**src/rtl/clause_gather_fifo.sv**
```systemverilog
// ============================================================================
//  Module      : clause_gather_fifo
//  Description : Accepts a wide vector of clauses with a per-clause valid mask
//                into a staging register, compacts the valid clauses into a
//                circular buffer (up to DRAIN_WIDTH per cycle, ascending index
//                order) and presents one clause per cycle with first-word-
//                fall-through reads, input backpressure and a sticky overflow.
//  Options     : CLAUSE_GATHER_LAST_TAG_EN adds clause_last_o, marking the
//                highest-index valid clause of each batch.
//  Revision    : 1.0 - initial release
// ============================================================================
`default_nettype none

module clause_gather_fifo #(
    parameter int CLAUSE_COUNT = 20,
    parameter int CLAUSE_WIDTH = 9,
    parameter int BUFFER_DEPTH = 16,
    parameter int DRAIN_WIDTH  = 2
) (
    input  logic                                  clk,
    input  logic                                  reset,
    input  logic [CLAUSE_COUNT*CLAUSE_WIDTH-1:0]  clauses_i,
    input  logic [CLAUSE_COUNT-1:0]               clause_valid_i,
    input  logic                                  wren,
    output logic                                  ready,
    input  logic                                  rden,
    input  logic                                  cOF,
    output logic                                  empty,
    output logic                                  full,
    output logic                                  OF,
    output logic [$clog2(BUFFER_DEPTH+1)-1:0]     count,
    output logic [CLAUSE_WIDTH-1:0]               clause_o
`ifdef CLAUSE_GATHER_LAST_TAG_EN
    ,
    output logic                                  clause_last_o
`endif
);

    // Occupancy needs one more state than pointers (0..BUFFER_DEPTH).
    localparam int c_cnt_w = $clog2(BUFFER_DEPTH + 1);
    localparam int c_ptr_w = (BUFFER_DEPTH > 1) ? $clog2(BUFFER_DEPTH) : 1;
    // More lanes than buffer slots could never be used in one cycle.
    localparam int c_lanes = (DRAIN_WIDTH < BUFFER_DEPTH) ? DRAIN_WIDTH : BUFFER_DEPTH;

    // ------------------------------------------------------------------
    // State
    // ------------------------------------------------------------------
    logic [CLAUSE_COUNT*CLAUSE_WIDTH-1:0] r_stage_data;
    logic [CLAUSE_COUNT-1:0]              r_stage_mask;
    logic [c_ptr_w-1:0]                   r_rd_ptr;
    logic [c_ptr_w-1:0]                   r_wr_ptr;
    logic [c_cnt_w-1:0]                   r_count;
    logic                                 r_of;
    logic [CLAUSE_WIDTH-1:0]              r_mem [BUFFER_DEPTH];
`ifdef CLAUSE_GATHER_LAST_TAG_EN
    logic                                 r_tag [BUFFER_DEPTH];
`endif

    // ------------------------------------------------------------------
    // Combinational drain selection
    // ------------------------------------------------------------------
    logic                                 w_ready;
    logic                                 w_accept;
    logic                                 w_drop;
    logic                                 w_pop;
    logic [c_cnt_w-1:0]                   w_free;
    logic [c_cnt_w-1:0]                   w_limit;
    logic [c_cnt_w-1:0]                   w_run;
    logic [c_cnt_w-1:0]                   w_n;
    logic [c_cnt_w-1:0]                   w_rank [CLAUSE_COUNT];
    logic [CLAUSE_COUNT-1:0]              w_take;
    logic [c_lanes-1:0]                   w_lane_vld;
    logic [CLAUSE_WIDTH-1:0]              w_lane_data [c_lanes];
`ifdef CLAUSE_GATHER_LAST_TAG_EN
    logic [CLAUSE_COUNT-1:0]              w_top;
    logic                                 w_seen;
    logic [c_lanes-1:0]                   w_lane_last;
`endif

    // Staging is free only once every mask bit has drained; no look-ahead.
    assign w_ready  = (r_stage_mask == '0);
    assign w_accept = wren & w_ready;
    assign w_drop   = wren & ~w_ready;
    assign w_pop    = rden & (r_count != '0);

    // Free space is taken before this cycle's pop, giving a one-cycle margin.
    assign w_free  = c_cnt_w'(BUFFER_DEPTH) - r_count;
    assign w_limit = (w_free < c_cnt_w'(c_lanes)) ? w_free : c_cnt_w'(c_lanes);

    // Rank each staged clause among set bits; take the lowest w_limit of them.
    always_comb begin
        w_take = '0;
        w_run  = '0;
        for (int j = 0; j < CLAUSE_COUNT; j++) begin
            w_rank[j] = w_run;
            if (r_stage_mask[j] && (w_run < w_limit)) begin
                w_take[j] = 1'b1;
                w_run     = w_run + c_cnt_w'(1);
            end
        end
        w_n = w_run;
    end

`ifdef CLAUSE_GATHER_LAST_TAG_EN
    // The highest remaining set bit is the batch's last clause, since bits
    // only ever clear from the bottom up.
    always_comb begin
        w_top  = '0;
        w_seen = 1'b0;
        for (int j = CLAUSE_COUNT - 1; j >= 0; j--) begin
            if (r_stage_mask[j] && !w_seen) begin
                w_top[j] = 1'b1;
            end
            w_seen = w_seen | r_stage_mask[j];
        end
    end
`endif

    // Route the taken clauses onto write lanes ordered by rank.
    always_comb begin
        w_lane_vld = '0;
`ifdef CLAUSE_GATHER_LAST_TAG_EN
        w_lane_last = '0;
`endif
        for (int k = 0; k < c_lanes; k++) begin
            w_lane_data[k] = '0;
            for (int j = 0; j < CLAUSE_COUNT; j++) begin
                if (w_take[j] && (w_rank[j] == c_cnt_w'(k))) begin
                    w_lane_vld[k]  = 1'b1;
                    w_lane_data[k] = r_stage_data[j*CLAUSE_WIDTH +: CLAUSE_WIDTH];
`ifdef CLAUSE_GATHER_LAST_TAG_EN
                    w_lane_last[k] = w_top[j];
`endif
                end
            end
        end
    end

    // ------------------------------------------------------------------
    // Sequential logic
    // ------------------------------------------------------------------

    // Staging register: load on accept, otherwise retire drained bits.
    always_ff @(posedge clk or posedge reset) begin
        if (reset) begin
            r_stage_mask <= '0;
            r_stage_data <= '0;
        end else if (w_accept) begin
            r_stage_mask <= clause_valid_i;
            r_stage_data <= clauses_i;
        end else begin
            r_stage_mask <= r_stage_mask & ~w_take;
        end
    end

    // Buffer storage is intentionally not reset; count gates its visibility.
    always_ff @(posedge clk) begin
        for (int k = 0; k < c_lanes; k++) begin
            if (w_lane_vld[k]) begin
                r_mem[r_wr_ptr + c_ptr_w'(k)] <= w_lane_data[k];
`ifdef CLAUSE_GATHER_LAST_TAG_EN
                r_tag[r_wr_ptr + c_ptr_w'(k)] <= w_lane_last[k];
`endif
            end
        end
    end

    // Pointers wrap naturally at the power-of-two depth; count tracks n - pop.
    always_ff @(posedge clk or posedge reset) begin
        if (reset) begin
            r_rd_ptr <= '0;
            r_wr_ptr <= '0;
            r_count  <= '0;
        end else begin
            r_wr_ptr <= r_wr_ptr + c_ptr_w'(w_n);
            if (w_pop) begin
                r_rd_ptr <= r_rd_ptr + c_ptr_w'(1);
            end
            r_count <= r_count + w_n - c_cnt_w'(w_pop);
        end
    end

    // Sticky overflow: a drop in the same cycle as a clear keeps it set.
    always_ff @(posedge clk or posedge reset) begin
        if (reset) begin
            r_of <= 1'b0;
        end else if (w_drop) begin
            r_of <= 1'b1;
        end else if (cOF) begin
            r_of <= 1'b0;
        end
    end

    // ------------------------------------------------------------------
    // Outputs
    // ------------------------------------------------------------------
    assign ready    = w_ready;
    assign empty    = (r_count == '0);
    assign full     = (r_count == c_cnt_w'(BUFFER_DEPTH));
    assign OF       = r_of;
    assign count    = r_count;
    assign clause_o = empty ? '0 : r_mem[r_rd_ptr];
`ifdef CLAUSE_GATHER_LAST_TAG_EN
    assign clause_last_o = empty ? 1'b0 : r_tag[r_rd_ptr];
`endif

endmodule

`default_nettype wire

```
**config.mk**
```make
export PLATFORM = sky130hd
export DESIGN_NAME = clause_gather_fifo
export DESIGN_NICKNAME = d
export VERILOG_FILES = /design/src/rtl/clause_gather_fifo.sv
export SDC_FILE = /design/constraint.sdc
export NUM_CORES = 1
export LEC_CHECK = 0
export BUFFER_PORTS_ARGS = -buffer_cell sky130_fd_sc_hd__buf_2
export CORE_AREA = 4 4 239 241
export DETAILED_ROUTE_END_ITERATION = 12
export DIE_AREA = 0 0 243 245
export PLACE_DENSITY_LB_ADDON = 0.25
export SETUP_SLACK_MARGIN = 0.02
export SLEW_MARGIN = 25
export SYNTH_ARGS = -nofsm -noshare
export SYNTH_HDL_FRONTEND = slang
export SYNTH_SLANG_ARGS = --single-unit
```
**constraint.sdc**
```tcl
create_clock -name clk -period 106.5 [get_ports clk]
set_clock_uncertainty 0.05 [all_clocks]
set_input_delay 21.3 -clock clk [delete_from_list [all_inputs] [get_ports clk]]
set_output_delay 21.3 -clock clk [all_outputs]
set_load 0.05 [all_outputs]
```
==> impl_results.md, run 1 <==
- Post_cts resized: 0
- DP Area: 0.02767 mm^2
- Final WS setup: 64.74 ns
- Grt total ovfl: 0
- HP Start: r_stage_data[1]$_DFFE_PP0P_
- Max-slew violations: 0
- Worst-Margin Slew: 1.077 ns
- Peak VDD IR: 0.03506 mV
- Vias in the first global route: 20,990
- # rows: 86
- Global-route wire length before repair: 121.9 mm
- Via-per-instance ratio: 6.234
- Setup TNS Final: 0 ns
- DRC Markers: 0
- Synth top cells by count: mux2i_1, dfrtp_1, mux2_2
- Die area: 0.05954 mm^2
- DR pass1 iterations: 5
- Port Buffers: 222
- Vias: 21,000
- Pin count of the biggest net entering global routing: 83
- Cts hold-fix bufs: 0
- Cell mode on critical path: ha_1
- Worst slew margin: 0.2802
- Initial antenna violation count: 10
- Die X: 243 um
- Final Hold Vio Count: 0
- FF+latch count, synth: 358
- Depth of the worst register-to-register path: 154
- Postcts setup bufs: 0
- Startpoint type of the worst setup path: flip-flop
- Distinct cells, synth: 113
- Clock latency on the worst-skew pair: 0.59 ns
- Combinational power share: 0.610
- Top-count cell post-synth: mux2i_1
- Die Ht: 245 um
- GPL Wtd Cong: 0.9390
- Unrepaired setup endpoints after global routing: no
- Period utilization: 0.3921
- DR iter-0 viols: 1,703
- Post-layout util: 0.5308
- Worst slack, placed: 65.29 ns
- Max Freq: 0.02395 GHz
- Leakage: 0.01246 uW
- Power Total: 1190 uW
- Flop pwr share: 0.265
- Clock transition at path regs: 0.06 ns
- PwrDens: 40.84 mW/mm^2
- Post-synth top area cell: dfrtp_1
- Final Routed Wirelength: 78.34 mm
- Core area: 0.05488 mm^2
- Number of synthesized flops with an enable pin: 144
- Clock Tree Root: clkbuf_16
- Initial Util: 0.4680
- Setup CP Type: reg2reg
- Routed Antenna Nets: 0
- Syn Area/Cell: 10.60 um^2
- Wirelength per Cell: 23.25 um
- Clock buffer depth: 3
- Synth Warn #: 0
- Final setup violation count: 0
- Gr usage total: 0.2573
- Clock Sinks: 358
- Hold depth: 1
- Synth Instances: 2,422
- Outcome: finished clean
- Crit path time final: 41.76 ns
- Critical-path top delay cell: o21bai_1
- Area Overhead vs Synth: 13.42%
- WP data arrival: 41.91 ns
- Async set-reset flop share out of synthesis: 0.5978
- Clock share of power: 0.125
- CTS HTree Levels: 2
- CTS tree: built
- CP Capture Type: flip-flop
- Pint: 641.9 uW
- Biggest cell delay along the critical path: 0.92 ns
- Fin area: 0.02913 mm^2
- Hold Path Class: reg2reg
- CP max FO: 23
- Top FF cell, synth: dfrtp_1
- Max Cap Viol: 0
- R2R Path Start: count[0]$_DFF_PP0_
- Critical path origin: count[0]$_DFF_PP0_
- I/O Pins: 223
- Sw Pwr: 548.0 uW
- Yosys top cell area share: 0.2085
- Final Net Count: 2,971
- Top cells by area, synth: dfrtp_1, edfxtp_1, mux2_2
- Sequential fraction of the synthesis area: 0.3769
- Total CTS buffers: 41
- Sw Ratio: 0.4605
- Share of layout cells above drive strength 1: 0.2529
- Hpwl dp: 58.21 mm
- Mapped cell area: 0.02568 mm^2
- Worst EP required: 106.64 ns
==> layer usage <==
layer / GRT usage / vias up / wire length (um)
li1: - / 9591 / -
met1: 0.3539 / 10540 / 34270
met2: 0.4278 / 741 / 37060
met3: 0.04435 / 120 / 5120
met4: 0.06043 / 10 / 1830
met5: 0 / - / 62
==> sequential cells by signal, summed over array words and instances, names as in the netlist <==
| name | flops |
|---|---|
| r_stage_data | 180 |
| r_mem | 144 |
| r_stage_mask | 20 |
| count | 5 |
| r_rd_ptr | 4 |
| r_wr_ptr | 4 |
| OF | 1 |
==> critical path, delay by kind of cell, from the launching register on <==
family                   cells  cell delay [ns]
buffers and inverters       10             1.70
multiplexers                 5             1.23
AO/OA/AOI/OAI               50            14.37
adder cells (fa/ha/maj)     21             6.35
flip-flops                   1             0.48
AND/OR/NAND/NOR             61            13.93
XOR/XNOR                     7             3.18
==> cells by family after synthesis <==
| group | Yosys count | synth area share |
|---|---|---|
| and+or+nand+nor | 591 | 0.1199 |
| AOI/OAI and AO/OA | 535 | 0.1526 |
| muxes | 478 | 0.2186 |
| DFF | 358 | 0.3769 |
| buffers and inverters | 276 | 0.04404 |
| adders and majority gates | 138 | 0.06810 |
| xor gates and xnor gates | 44 | 0.01958 |
| other | 2 | 0.0002924 |
==> power by group through the flow <==
stage	registers (uW)	clock network, uW	logic [uW]
floorplan	297	0	527
global placement	313	0	695
detailed placement	317	0	716
CTS	315	152	720
global route	323	157	793
finish	315	149	726
==> final cells by class <==
| type | count | area (um^2) |
|---|---|---|
| Clock buffer | 57 | 1136 |
| Tap cell | 704 | 880.8 |
| Timing Repair Buffer | 266 | 1445 |
| Antenna cell | 4 | 10.01 |
| Clock inverter | 19 | 285.3 |
| Sequential cell | 358 | 9682 |
| Multi-Input combinational cell | 1835 | 15210 |
| Fill cell | 4849 | 25750 |
| Inverter | 126 | 480.5 |
==> cell usage in the layout (no fill, tap or decap), types with 16 or more instances in the layout <==
master | Yosys | final
mux2_2 | 210 | 210
buf_4 | 14 | 43
conb_1 | 2 | 49
nor2b_1 | 25 | 25
nor4_1 | 32 | 32
a22o_1 | 16 | 16
edfxtp_1 | 144 | 144
nand3_1 | 47 | 47
a211oi_1 | 36 | 36
dfrtp_1 | 214 | 212
a21o_1 | 34 | 34
nand2_1 | 149 | 149
nor2_1 | 120 | 119
o211ai_1 | 60 | 60
o311ai_0 | 18 | 18
ha_1 | 135 | 135
and2_1 | 25 | 24
o21ai_0 | 81 | 81
xnor2_1 | 24 | 23
mux4_2 | 45 | 45
nor3_1 | 25 | 23
mux2i_1 | 221 | 221
buf_2 | 28 | 222
nand4_1 | 48 | 48
inv_1 | 115 | 114
a21oi_1 | 89 | 85
clkbuf_16 | 0 | 41
and3_1 | 37 | 37
==> final timing paths <==
check	end	slack (ns)
hold / removal	r_stage_data[1]$_DFFE_PP0P_	0.47
hold reg to reg	r_stage_data[1]$_DFFE_PP0P_	0.47
max in group asynchronous	r_stage_data[165]$_DFFE_PP0P_	84.27
min in group asynchronous	r_stage_mask[5]$_DFF_PP0_	20.77
setup reg to reg	r_mem[12][5]$_DFFE_PP_	64.74
setup / recovery	r_mem[12][5]$_DFFE_PP_	64.74
==> through the flow <==
step,instances,hold WS [ns]
after floorplan,2469,0.4217
after global placement,3288,0.4536
after detailed placement,3288,0.4576
after CTS,3364,0.4726
after global routing,3366,0.4820
final,3369,0.4665
Note: power is estimated with default switching activity, not from simulation.
==> run 2: changes to the inputs <==
==> constraint.sdc (replaced) <==
create_clock -name clk -period 38.8 [get_ports clk]
set_clock_uncertainty 0.05 [all_clocks]
set_input_delay 7.76 -clock clk [delete_from_list [all_inputs] [get_ports clk]]
set_output_delay 7.76 -clock clk [all_outputs]
set_load 0.05 [all_outputs]
==> impl_results.md, run 2 (synthesis gave the netlist of run 1 again) <==
- Worst EP required: 39.24 ns (-67.40 ns)
- Worst-Margin Slew: 1.061 ns (-0.01689 ns)
- # rows: 86 (unchanged)
- Hold depth: 1 (unchanged)
- Fillers: 4,777 (-1.5%)
- Sw Ratio: 0.4524 (-0.008090)
- Clock latency on the worst-skew pair: 0.59 ns (about the same)
- DR pass1 iterations: 6 (+1)
- Layer with the highest usage: met2
- Die area: 0.05954 mm^2 (unchanged)
- Hpwl dp: 58.01 mm (-0.35%)
- Initial Util: 0.4680 (unchanged)
- Period utilization: 0.9286 (+0.5364)
- Gr usage total: 0.2522 (-0.005047)
- Initial antenna violation count: 6 (-4)
- Max-slew violations: 0 (unchanged)
- Share of layout cells above drive strength 1: 0.2797 (+0.02676)
- Hold Path Class: reg2reg
- Commonest non-fill, non-tap cell in the layout: buf_2
- Vias in the first global route: 20,970 (-0.086%)
- Leakage: 0.01277 uW (+2.5%)
- Depth of the worst register-to-register path: 172 (+12%)
- Reg-to-Reg End: count[4]$_DFF_PP0_
- Pint: 1805 uW (+180%)
- Area of the multi-input gates: 0.01546 mm^2 (+1.6%)
- Final Hold Vio Count: 0 (unchanged)
- R2R Path Start: count[0]$_DFF_PP0_
- Sw Pwr: 1491 uW (+170%)
- Clock transition at path regs: 0.06 ns (about the same)
- Grt total ovfl: 0 (unchanged)
- Post-layout util: 0.5410 (+0.01019)
- Outcome: finished clean
- Grt met1 use: 0.3476 (-0.006258)
- Clock buffer depth: 3 (unchanged)
- Clock share of power: 0.120 (-0.005)
- CTS HTree Levels: 2 (unchanged)
- Final Routed Wirelength: 77.98 mm (-0.46%)
- Critical path origin: count[0]$_DFF_PP0_
- CTS tree: built
- Flop pwr share: 0.263 (-0.002)
- Pin count of the biggest net entering global routing: 181 (+120%)
- Crit path time final: 36.03 ns (-5.732 ns)
- DR iter-0 viols: 1,755 (+3.1%)
- Total CTS buffers: 42 (+2.4%)
- PwrDens: 111.0 mW/mm^2 (+170%)
- WP data arrival: 36.47 ns (-5.44 ns)
- CP max FO: 12 (-48%)
- Clock Sinks: 358 (unchanged)
- Startpoint type of the worst setup path: flip-flop
- Final WS setup: 2.772 ns (-61.97 ns)
- Global-route wire length before repair: 120.0 mm (-1.5%)
- HP Start: r_stage_data[7]$_DFFE_PP0P_
- Biggest cell delay along the critical path: 0.54 ns (-0.38 ns)
- Area Overhead vs Synth: 15.60%
- Sequential cell area: 0.009683 mm^2 (about the same)
- Cell mode on critical path: ha_1
- GRT met2 Usage: 0.4214 (-0.006399)
- Top reg by flops: r_stage_data
- Final Net Count: 3,007 (+1.2%)
- Max reg flops: 180 (unchanged)
- Vias: 21,050 (+0.24%)
- Port Buffers: 222 (unchanged)
- Commonest non-fill, non-tap cells in the layout: buf_2, mux2i_1, dfrtp_1
- Routed Antenna Nets: 0 (unchanged)
- CP Capture Type: flip-flop
- Peak VDD IR: 0.1206 mV (+240%)
- Clock Tree Root: clkbuf_16
- Die X: 243 um (unchanged)
- Die Ht: 245 um (unchanged)
- Setup CP Type: reg2reg
- Hold Path Sink: r_stage_data[7]$_DFFE_PP0P_
- Max Freq: 0.02776 GHz (+16%)
- Core area: 0.05488 mm^2 (unchanged)
- FF-to-FF setup slack: 2.77 ns (-61.97 ns)
- GPL Wtd Cong: 0.9243 (-1.6%)
- Biggest regs: r_stage_data x180, r_mem x144, r_stage_mask x20
- Worst slew margin: 0.2930 (+0.01274)
- Wirelength per Cell: 22.92 um (-1.4%)
- DRC Markers: 0 (unchanged)
- Cts hold-fix bufs: 0 (unchanged)
- Worst slack, placed: -1.178 ns (-66.47 ns)
- Max Cap Viol: 0 (unchanged)
- I/O Pins: 223 (unchanged)
- Combinational power share: 0.617 (+0.007)
- Final setup violation count: 0 (unchanged)
- Via-per-instance ratio: 6.188 (-0.73%)
- Met3 Use GR: 0.03605 (-0.008302)
- Critical-path top delay cell: fa_2
==> run 2: cell types whose count changed in the layout (fill, tap and decap cells not counted), moves of 4 or more <==
cell / delta
buf_4: +28
o22ai_2: -9
o22ai_1: +9
bufinv_16: -4
clkinv_2: +6
a211oi_1: -6
buf_12: +7
o21ai_0: -6
clkbuf_1: -6
==> run 2: area by class of cell <==
type	count	area share
Inverter	126	0.01618
Clock inverter	21	0.006700
Timing Repair Buffer	301	0.06102
Tap cell	704	0.02967
Multi-Input combinational cell	1835	0.5206
Antenna cell	2	0.0001686
Clock buffer	55	0.03953
Sequential cell	358	0.3261
==> run 2: how the worst max path moves through the flow <==
stage               slack [ns]  cells past startpoint                endpoint
detailed placement       -1.18                    161  r_mem[14][7]$_DFFE_PP_
CTS                       0.02                    166      count[4]$_DFF_PP0_
global placement          0.68                    168      count[4]$_DFF_PP0_
finish                    2.77                    172      count[4]$_DFF_PP0_
global route             -0.05                    176      count[4]$_DFF_PP0_
floorplan                 3.81                    164  r_mem[11][0]$_DFFE_PP_
==> run 2: metrics by stage <==
| step | power (uW) | cells | hold slack [ns] | instance area, um^2 | setup TNS (ns) |
|---|---|---|---|---|---|
| global route | 3516 | 3402 | 0.4806 | 29690 | -0.1389 |
| CTS | 3219 | 3386 | 0.4650 | 29220 | 0 |
| floorplan | 2261 | 2469 | 0.4217 | 25860 | 0 |
| global placement | 2735 | 3307 | 0.4543 | 27750 | 0 |
| detailed placement | 2807 | 3307 | 0.4557 | 27760 | -210.01 |
| finish | 3296 | 3402 | 0.4617 | 29690 | 0 |
==> run 2: power groups by stage <==
stage | clock network [uW] | logic [uW] | registers [uW]
after floorplan | 0 | 1450 | 814
after global placement | 0 | 1880 | 860
after detailed placement | 0 | 1940 | 871
after CTS | 401 | 1950 | 865
after global routing | 416 | 2210 | 886
final | 395 | 2030 | 866
==> run 2: critical path: cells and delay by family (launching register included) <==
kind                       cells  cell delay (ns)
AOI/OAI and AO/OA             56            11.53
and+or+nand+nor               54            10.26
adders and majority gates     24             6.80
xor gates and xnor gates      12             2.82
buffers and inverters         21             2.77
muxes                          5             1.23
DFF                            1             0.46
==> run 2: repair_timing <==
item | in CTS | in global routing
pin swaps | 2 | 10
gates resized for setup | 14 | 62
endpoints found under the setup margin | 293 | 298
buffers inserted | 3 | 13
==> run 2: routing by layer <==
layer	share of wire	vias up
met5	0.00063	-
met4	0.027	8
li1	-	9681
met1	0.44	10450
met2	0.47	752
met3	0.059	160
